[src/rtl/fpadd_arbiter.sv]
// fpadd_arbiter: round-robin sequencer that shares one combinational
// double_adder among NREQ requesters. It accepts one operand pair at a time,
// holds it on the adder for EXEC_CYCLES cycles (a multicycle path), registers
// the sum and hands it back to the requester that won the grant.
//
// Optional feature: define FPADD_ARB_PERF_EN to build a 32-bit completed-op
// counter on perf_ops. Without it, perf_ops is tied to zero and no counter
// flops exist.

module fpadd_arbiter #(
  parameter int NREQ        = 2,
  parameter int EXEC_CYCLES = 1
) (
  input  logic                 clk,
  input  logic                 reset,       // synchronous, active-low
  input  logic [NREQ-1:0]      req_valid,
  output logic [NREQ-1:0]      req_ready,
  input  logic [NREQ*64-1:0]   req_srcA,
  input  logic [NREQ*64-1:0]   req_srcB,
  output logic [NREQ-1:0]      rsp_valid,
  input  logic [NREQ-1:0]      rsp_ready,
  output logic [63:0]          rsp_result,
  output logic [63:0]          add_srcA,
  output logic [63:0]          add_srcB,
  input  logic [63:0]          add_result,
  output logic                 busy,
  output logic [31:0]          perf_ops
);

  // Hold count below 1 is meaningless; treat it as a single-cycle hold.
  localparam int EXEC_EFF = (EXEC_CYCLES < 1) ? 1 : EXEC_CYCLES;
  localparam int CW       = $clog2(EXEC_EFF + 1);
  localparam int GW       = $clog2(NREQ);

  localparam logic [CW-1:0] CNT_LOAD  = CW'(EXEC_EFF - 1);
  localparam logic [GW-1:0] LAST_INIT = GW'(NREQ - 1);

  typedef enum logic [1:0] {
    IDLE = 2'd0,
    EXEC = 2'd1,
    RESP = 2'd2
  } state_t;

  state_t          state_q, state_d;
  logic [63:0]     opa_q, opa_d;
  logic [63:0]     opb_q, opb_d;
  logic [63:0]     res_q, res_d;
  logic [GW-1:0]   gnt_q, gnt_d;
  logic [GW-1:0]   last_q, last_d;
  logic [CW-1:0]   cnt_q, cnt_d;

  // Round-robin winner search results.
  logic            win_found;
  logic [GW-1:0]   win_idx;
  logic [GW:0]     cand;

  // Rotating-priority search starting just after the last served requester.
  always_comb begin
    win_found = 1'b0;
    win_idx   = '0;
    cand      = '0;
    for (int k = 1; k <= NREQ; k++) begin
      cand = {1'b0, last_q} + (GW+1)'(k);
      if (cand >= (GW+1)'(NREQ)) begin
        cand = cand - (GW+1)'(NREQ);
      end
      if (!win_found && req_valid[cand[GW-1:0]]) begin
        win_found = 1'b1;
        win_idx   = cand[GW-1:0];
      end
    end
  end

  // Next-state and handshake outputs; handshakes are suppressed while reset
  // is asserted so a dropped op can never be answered or a new one accepted.
  always_comb begin
    state_d   = state_q;
    opa_d     = opa_q;
    opb_d     = opb_q;
    res_d     = res_q;
    gnt_d     = gnt_q;
    last_d    = last_q;
    cnt_d     = cnt_q;
    req_ready = '0;
    rsp_valid = '0;

    case (state_q)
      IDLE: begin
        if (reset && win_found) begin
          req_ready[win_idx] = 1'b1;
          opa_d   = req_srcA[win_idx*64 +: 64];
          opb_d   = req_srcB[win_idx*64 +: 64];
          gnt_d   = win_idx;
          cnt_d   = CNT_LOAD;
          state_d = EXEC;
        end
      end

      EXEC: begin
        // Operands sit on the adder; capture once the hold time has elapsed.
        if (cnt_q != '0) begin
          cnt_d = cnt_q - 1'b1;
        end else begin
          res_d   = add_result;
          state_d = RESP;
        end
      end

      RESP: begin
        rsp_valid[gnt_q] = reset;
        if (reset && rsp_ready[gnt_q]) begin
          last_d  = gnt_q;
          state_d = IDLE;
        end
      end

      default: begin
        state_d = IDLE;
      end
    endcase
  end

  // Control state register.
  always_ff @(posedge clk) begin
    if (!reset) begin
      state_q <= IDLE;
      gnt_q   <= '0;
      last_q  <= LAST_INIT;
      cnt_q   <= '0;
    end else begin
      state_q <= state_d;
      gnt_q   <= gnt_d;
      last_q  <= last_d;
      cnt_q   <= cnt_d;
    end
  end

  // Operand and result registers; cleared on reset so the adder inputs and
  // the response bus read zero until the first operation.
  always_ff @(posedge clk) begin
    if (!reset) begin
      opa_q <= '0;
      opb_q <= '0;
      res_q <= '0;
    end else begin
      opa_q <= opa_d;
      opb_q <= opb_d;
      res_q <= res_d;
    end
  end

  assign add_srcA   = opa_q;
  assign add_srcB   = opb_q;
  assign rsp_result = res_q;
  assign busy       = (state_q != IDLE);

`ifdef FPADD_ARB_PERF_EN
  logic        rsp_hs;
  logic [31:0] perf_q, perf_d;

  assign rsp_hs = (state_q == RESP) && reset && rsp_ready[gnt_q];
  assign perf_d = rsp_hs ? (perf_q + 32'd1) : perf_q;

  // Completed-operation counter; wraps naturally at 2^32.
  always_ff @(posedge clk) begin
    if (!reset) begin
      perf_q <= '0;
    end else begin
      perf_q <= perf_d;
    end
  end

  assign perf_ops = perf_q;
`else
  assign perf_ops = 32'h0;
`endif

endmodule
[config.mk]
export PLATFORM = sky130hd
export DESIGN_NAME = fpadd_arbiter
export DESIGN_NICKNAME = d
export VERILOG_FILES = /design/src/rtl/fpadd_arbiter.sv
export SDC_FILE = /design/constraint.sdc
export NUM_CORES = 1
export LEC_CHECK = 0
export ABC_AREA = 0
export ABC_CLOCK_PERIOD_IN_PS = 5300
export BUFFER_PORTS_ARGS = -buffer_cell sky130_fd_sc_hd__buf_2
export CAP_MARGIN = 20
export CORE_AREA = 8 8 212 214
export CTS_BUF_LIST = sky130_fd_sc_hd__clkbuf_8 sky130_fd_sc_hd__clkbuf_16
export DETAILED_ROUTE_END_ITERATION = 10
export DIE_AREA = 0 0 220 222
export GPL_TIMING_DRIVEN = 0
export SLEW_MARGIN = 30
export SYNTH_ARGS = -nofsm -noshare
export SYNTH_HDL_FRONTEND = slang
export SYNTH_SLANG_ARGS = --single-unit
[constraint.sdc]
create_clock -name clk -period 5.3 [get_ports clk]
set_clock_uncertainty 0.15 [all_clocks]
set_input_delay 0.265 -clock clk [delete_from_list [all_inputs] [get_ports clk]]
set_output_delay 0.265 -clock clk [all_outputs]
set_load 0.05 [all_outputs]
; ---- After elaboration in Yosys (flattened, before gate mapping)
; Cells that the tools add are included.
[totals]
ff_bits = 197
input_bits = 326
output_inout_bits = 229
elab_cells = 69
[op_classes]
n_addsub = 5
n_lt_le_gt_ge = 8
n_eq_ne = 5
shifts = 2
mux = 26
bitwise_logic = 2
reduce_logical = 14
[ops]
columns = op, n
row1 = variable part select 128 x 8 -> 64 bit, 2
row2 = 2-to-1 mux 1 bit, 16
row3 = 2-to-1 mux 2 bit, 6
row4 = < comparator 1 x 2 -> 1 bit (second input constant), 4
row5 = AND reduction 2 bit, 4
row6 = != test 2 bit (second input constant), 3
row7 = case mux 2 bit (3 select lines), 1
row8 = logical AND 1 bit, 5
row9 = greater-or-equal comparator 2 bit (second input constant), 2
row10 = nonzero test 2 bit, 2
row11 = AND reduction 3 bit, 1
row12 = subtractor 1 bit (second input constant), 3
row13 = adder 1 x 1 -> 2 bit (second input constant), 1
row14 = adder 1 x 2 -> 2 bit (second input constant), 1
row15 = bitwise AND 2 bit, 1
row16 = demux 1 bit (select 1 bit), 2
row17 = == test 2 x 1 -> 1 bit (second input constant), 1
row18 = == test 2 bit (second input constant), 1
row19 = greater-or-equal comparator 1 bit (second input constant), 2
row20 = zero test 2 bit, 1
row21 = case mux 1 bit (2 select lines), 1
row22 = zero test 1 bit, 1
row23 = NOT 1 bit, 1

; ---- Logic depth before layout (Yosys ltp)
; Gate-level depths: netlist (run 1).
[logic_depth]
word_depth = 15
ltp_mapped = 6
mapped_depth_nobuf = 3

; ---- Least setup slack after synthesis (run 1)
; No wires, ideal clock.
[synth_timing]
kind = flip-flop to output port
startpoint = register state_q[1]
endpoint = output port req_ready[0]
arrival_ns = 2.341
setup_slack_ns = 2.544
path_stages_with_launch = 6
path_buffers = 3
cell_sequence = dfxtp_1 > or3b_1 > clkbuf_1 > buf_2 > buf_1 > nor3b_1
[synth_between]
elab_chain_cells = 2
[synth_rtl]
columns = element, line
row1 = from (decl), 44  ; state_t state_q, state_d;
row2 = from (signal assigned), 131  ; state_q <= state_d;
row3 = zero test 2 bit, 87  ; case (state_q)
row4 = 2-to-1 mux 2 bit, 87
row5 = to (decl), 17  ; output logic [NREQ-1:0] req_ready,
; No other way between the ends.

; ---- Worst setup path in the final report (run 1)
[layout_timing]
startpoint = input port req_valid[1]
endpoint = register opa_q[22], in the netlist add_srcA[22]
[layout_between]
elab_chain_cells = 8
[layout_rtl]
columns = element, line
row1 = from (decl), 16  ; input logic [NREQ-1:0] req_valid,
row2 = "parallel branches: the longest is 8 deep, another holds variable part select 128 x 8 -> 64 bit", -
row3 = to (signal assigned), 146  ; opa_q <= opa_d;
row4 = to (decl), 45  ; logic [63:0] opa_q, opa_d;
; Parallel ways; which one is timed is not known. The select of a mux whose other input is x is not followed.
; A chain may end at the register's enable or synchronous reset.

==> flow_summary.ini, run 1 <==
[worst_setup_path]
depth_of_the_worst_register_to_register_path = 6
critical_path_required_ns = 5.50
worst_r2r_endpoint = add_srcA[22]
regToRegStartpoint = last_q
setup.reg_to_reg.worst_slack_ns = 2.13
cp-end-kind = register
timing.critical_path.cells = dlygate4sd3_1 > buf_2 > nor2b_1 > clkbuf_1 > clkbuf_2 > nor3_1 > a221o_1 > dlygate4sd3_1
crit_path_start_kind = primary input
cp_data_arrival_time_ns = 3.53
cp_slowest_stage_delay_ns = 0.76
critical_path.max_fanout = 10
cp_slowest_cell = clkbuf_1
timing.critical_path.mode_cell = dlygate4sd3_1
criticalPathCategory = primary input to register

[route]
detailroute.via_count = 10000
wl_per_cell_um = 18.9
detail_route.first_pass.iterations = 5
routed_wl_mm = 42.7
initialDrtViolationCount = 626
drc = 0
antenna_viol_nets_final = 0
via_per_inst = 4.44

[sta]
fmax_mhz = 300
hold_ws_ns = 0.0440
worst_slack_ns = 1.97
fin_crit_sh_pct = 62.9
grt_setup_unrepaired = no
timing_worst_slew_pin_value_ns = 0.971
setup_tns_ns = 0
final_hold_viol_count = 0
finalSetupViolations = 0
max_slew_margin_pct = 35.3
pins_over_their_slew_limit = 0
finalCriticalPeriod_ns = 3.33

[logic_synthesis]
synthesis.yosys.warnings = 0
asyncSetResetFlopFracSynth_pct = 0
ys_seq_area_share_pct = 48.7
synth_cell_types = 26
yosys_register_bits = 196
synth_flop_cell = dfxtp_1
post_synth.cell_area_avg_um2 = 8.77
synthesis.instances = 919
synth_enable_flop_cells = 0
syn-cell-area_mm2 = 0.00806

[clock_network]
tritoncts = yes
cts-root-buf = clkbuf_16
clk-insertion-delay-late_ns = 0.46
maximum_buffer_depth_of_the_clock_tree = 2
ctsResizeCount = 0
cts-htree-levels = 4
clk_pin_slew_worst_paths_ns = 0.07
num_cts_buffers = 17
cts.sinks = 196
post-cts-setup-buffer-count = 0

[power_and_ir_drop]
p_leak_nw = 6.76
irDropWorstVdd_uv = 157
cellPowerDensity_mw_per_mm2 = 306

[floorplanning]
floorplan.die_area_mm2 = 0.0488
dieHeight_um = 222
initial_utilization_pct = 19.4
die_w_um = 220
io_pins = 555
floorplan.core_area_mm2 = 0.0415
placementRows = 75

[place]
gp_congestion = 0.859
dpl.cell_count = 2011
placement.io_buffers = 522
dp_slack_ns = 2.49
dp_hpwl_mm = 32.1

[final_layout]
final-instance-count-excl-fill = 2261
mostFrequentLayoutCells = buf_2, nand2_1, dlygate4sd3_1
layout-drive-gt1-share_pct = 35.4
area_growth_pct = 75.9
final_net_count = 2031
final_common_cell = buf_2

[min_path]
hp-start = req_srcA[53]
hold_path_class = primary input to register
hold_path_end = add_srcA[53]
worstHoldPathCells = 4

[global_route]
grt_pass1_vias = 10800
largest_net_degree_at_the_start_of_global_routing = 18
antenna_found_initial = 6
globalRouteOverflowTotal = 0
grt_usage_pct = 16.7
global_route_wire_length_before_repair_mm = 63.1

[run]
count_of_maximum_capacitance_violations = 0

[status]
result_of_the_run = complete, no violations
## flip-flops by register name, indices dropped and copies added (netlist names)
signal      cells
state_q         2
add_srcB       64
gnt_q           1
last_q          1
add_srcA       64
rsp_result     64
## worst max-delay path, delay by kind of cell
family          cells  cell delay (ns)
buf+inv             5             2.55
simple gates        2             0.43
compound gates      1             0.26
## layout make-up
type	instances	area [um^2]
antenna	4	10.0
buffer	124	639
clock buffer	17	425
clock inverter	15	131
fill	4272	27300
inverter	1	3.75
multi-input combinational	629	3620
sequential	196	3920
tap	539	674
timing repair buffer	736	4750
## cell families (layout without fill, tap and decap cells)
| logic type | after synthesis | after routing | synth area share, % |
|---|---|---|---|
| other | 1 | 36 | 0.0465 |
| DFF | 196 | 196 | 48.7 |
| and+or+nand+nor | 398 | 398 | 20.9 |
| AOI/OAI and AO/OA | 198 | 198 | 22.4 |
| muxes | 1 | 1 | 0.124 |
| buffers and inverters | 125 | 893 | 7.88 |
## where the power goes
part	switching, mW	leakage (nW)	internal, mW	total (mW)
clock	0.633	0.273	0.651	1.28
combinational	0.914	4.88	0.448	1.36
sequential	0.0826	1.61	1.61	1.69
total	1.63	6.76	2.71	4.34
## cell usage after synthesis, types with 3 or more instances
| master | instances | area share (%) |
|---|---|---|
| nand2_1 | 257 | 12 |
| dfxtp_1 | 196 | 49 |
| a221o_1 | 128 | 16 |
| nor3_1 | 128 | 7.9 |
| clkbuf_1 | 72 | 3.4 |
| a21boi_0 | 64 | 6.0 |
| buf_4 | 43 | 4.0 |
| buf_1 | 5 | 0.23 |
| buf_2 | 4 | 0.25 |
| nor2b_1 | 4 | 0.31 |
| nor2_1 | 3 | 0.14 |
## metrics by stage
stage | total power [mW] | instance area [um^2] | utilization [%]
floorplan | 2.53 | 8180 | -
global placement | 2.93 | 11500 | 27.6
detailed placement | 2.94 | 11500 | 27.7
CTS | 4.37 | 14200 | 34.2
global route | 4.52 | 14200 | 34.2
finish | 4.34 | 14200 | 34.2
## metal layers
| metal | GRT usage [%] | wire [um] |
|---|---|---|
| met1 | 18.1 | 16500 |
| met2 | 29.9 | 21500 |
| met3 | 4.87 | 3510 |
| met4 | 6.99 | 1140 |
| met5 | 0 | 31 |
## worst max path at each step
stage / start / end / slack, ns / cells after the start
detailed placement: reset / add_srcB[5] / 2.49 / 7
CTS: req_valid[1] / add_srcA[22] / 1.99 / 8
finish: req_valid[1] / add_srcA[22] / 1.97 / 8
global placement: req_valid[1] / add_srcA[24] / 2.15 / 6
global route: req_valid[1] / add_srcA[22] / 1.89 / 8
floorplan: state_q[1] / req_ready[0] / 2.54 / 5
## repair_timing
action                     CTS  global route
hold buffers               214             0
setup endpoints to repair    0             0
hold endpoints to repair   194             0
No activity file was read; power rests on OpenSTA's default activity.
==> inputs of run 2 (changes only) <==
- ABC_CLOCK_PERIOD_IN_PS: 5300 -> 3100
- CORE_AREA: 8 8 212 214 -> 8 8 207 209
- DIE_AREA: 0 0 220 222 -> 0 0 215 217
- clock period: 5.3 -> 3.1 ns (I/O delays scaled with it)
==> flow_summary.ini, run 2 (synthesized netlist as in run 1, its figures left out) <==
[status]
result_of_the_run = complete, no violations

[route]
antenna_viol_nets_final = 0
via_per_inst = 4.60
detail_route.first_pass.iterations = 5
initialDrtViolationCount = 837
wl_per_cell_um = 19.0
drc = 0
detailroute.via_count = 10800
routed_wl_mm = 44.7

[final_layout]
final_core_utilization_pct = 38.8
seqCellArea_mm2 = 0.00392
layout-drive-gt1-share_pct = 33.3
mostFrequentLayoutCells = buf_2, dlygate4sd3_1, nand2_1
fillerInstances = 3885
area_growth_pct = 89.7
post_route_cell_area_mm2 = 0.0153
area_of_combinational_cells_with_multiple_inputs_mm2 = 0.00362
final_net_count = 2133
final_common_cell = buf_2

[global_route]
largest_net_degree_at_the_start_of_global_routing = 17
globalRouteOverflowTotal = 0
global_route_wire_length_before_repair_mm = 66.2
grt_pass1_vias = 11300
grt_usage_pct = 18.0
antenna_found_initial = 5

[floorplanning]
floorplan.die_area_mm2 = 0.0467
placementRows = 73
dieHeight_um = 217
die_w_um = 215
floorplan.core_area_mm2 = 0.0395
io_pins = 555
initial_utilization_pct = 20.4

[place]
dp_hpwl_mm = 32.0
detailed_place.area_mm2 = 0.0115
dp_slack_ns = 0.119
placement.io_buffers = 522
gp_congestion = 0.882

[worst_setup_path]
criticalPathCategory = register to register
setup.reg_to_reg.worst_slack_ns = 0.26
critical_path_required_ns = 3.31
worst_r2r_endpoint = add_srcB[19]
regToRegStartpoint = state_q[1]
crit_path_start_kind = register
cp-end-kind = register
critical_path.max_fanout = 10
depth_of_the_worst_register_to_register_path = 6
cp_data_arrival_time_ns = 3.05

[clock_network]
tritoncts = yes
maximum_buffer_depth_of_the_clock_tree = 2
cts.sinks = 196
cts-root-buf = clkbuf_16
cts-htree-levels = 4
num_cts_buffers = 17
clk-insertion-delay-late_ns = 0.46
clk_pin_slew_worst_paths_ns = 0.07

[power_and_ir_drop]
design_power_total_mw = 7.89
cellPowerDensity_mw_per_mm2 = 515
p_leak_nw = 7.29
irDropWorstVdd_uv = 354

[sta]
worst_slack_ns = 0.257
finalCriticalPeriod_ns = 2.84
setup_tns_ns = 0
max_slew_margin_pct = 31.4
final_hold_viol_count = 0
fin_crit_sh_pct = 91.7
grt_setup_unrepaired = no
pins_over_their_slew_limit = 0
finalSetupViolations = 0
fmax_mhz = 352
timing_worst_slew_pin_value_ns = 1.03

[run]
count_of_maximum_capacitance_violations = 0

[min_path]
hp-start = req_srcB[23]
hold_path_class = primary input to register
worstHoldPathCells = 4
hold_path_end = add_srcB[23]
run 2: changes by cell type in the layout (fill, tap and decap cells not counted), moves of 2 or more:
cell	before	now
bufinv_16	1	5
clkbuf_8	0	2
clkbuf_2	6	4
clkinv_2	4	1
inv_6	3	0
dlygate4sd3_1	214	317
run 2: worst max-delay path: stages (launching register included):
cell and delay [ns]:
dfxtp_1 0.34, or2_2 0.33, o21a_1 0.25, clkbuf_2 0.31, clkbuf_1 0.38, a221o_1 0.39, dlygate4sd3_1 0.57
run 2: report_power, final:
part           switching (mW)  internal (mW)  total (mW)
sequential              0.139           2.75        2.89
clock                    1.05           1.47        2.52
combinational            1.61          0.873        2.48
run 2: how the worst max path moves through the flow:
| stage | startpoint | end | slack (ns) | cells past startpoint |
|---|---|---|---|---|
| final | state_q[1] | add_srcB[19] | 0.26 | 6 |
| after CTS | state_q[0] | add_srcB[29] | 0.01 | 7 |
| after floorplan | state_q[1] | req_ready[0] | 0.45 | 5 |
| after global routing | state_q[1] | req_ready[0] | 0.05 | 5 |
| after detailed placement | last_q | add_srcA[19] | 0.12 | 5 |
| after global placement | last_q | add_srcA[19] | 0.18 | 5 |
run 2: routing by layer:
metal,up-vias,GRT usage [%],routed length (um)
met5,-,0,30
met1,5040,19.5,17000
met3,109,6.71,4070
met4,4,8.31,1850
met2,643,31.2,21700
li1,5018,-,-
run 2: metrics by stage:
step	hold slack, ns	cells
5_1_grt	0.0156	2348
4_1_cts	0.00481	2346
3_5_place_dp	0.232	1997
6_report	0.0336	2350
3_3_place_gp	0.227	1997
2_1_floorplan	0.131	950
run 2: final cells by class:
cell class	count	share of cell area (%)
Clock buffer	19	2.96
Antenna cell	5	0.0818
Tap cell	525	4.29
Timing Repair Buffer	839	37.8
Sequential cell	196	25.6
Inverter	1	0.0245
Multi-Input combinational cell	629	23.7
Buffer	123	4.15
Clock inverter	13	1.35
run 2: repair_timing:
action	4_1_cts	5_1_grt
setup buffers	0	0
hold endpoints to repair	195	0
hold buffers	317	0
gates resized for setup	0	7
endpoints found under the setup margin	0	39
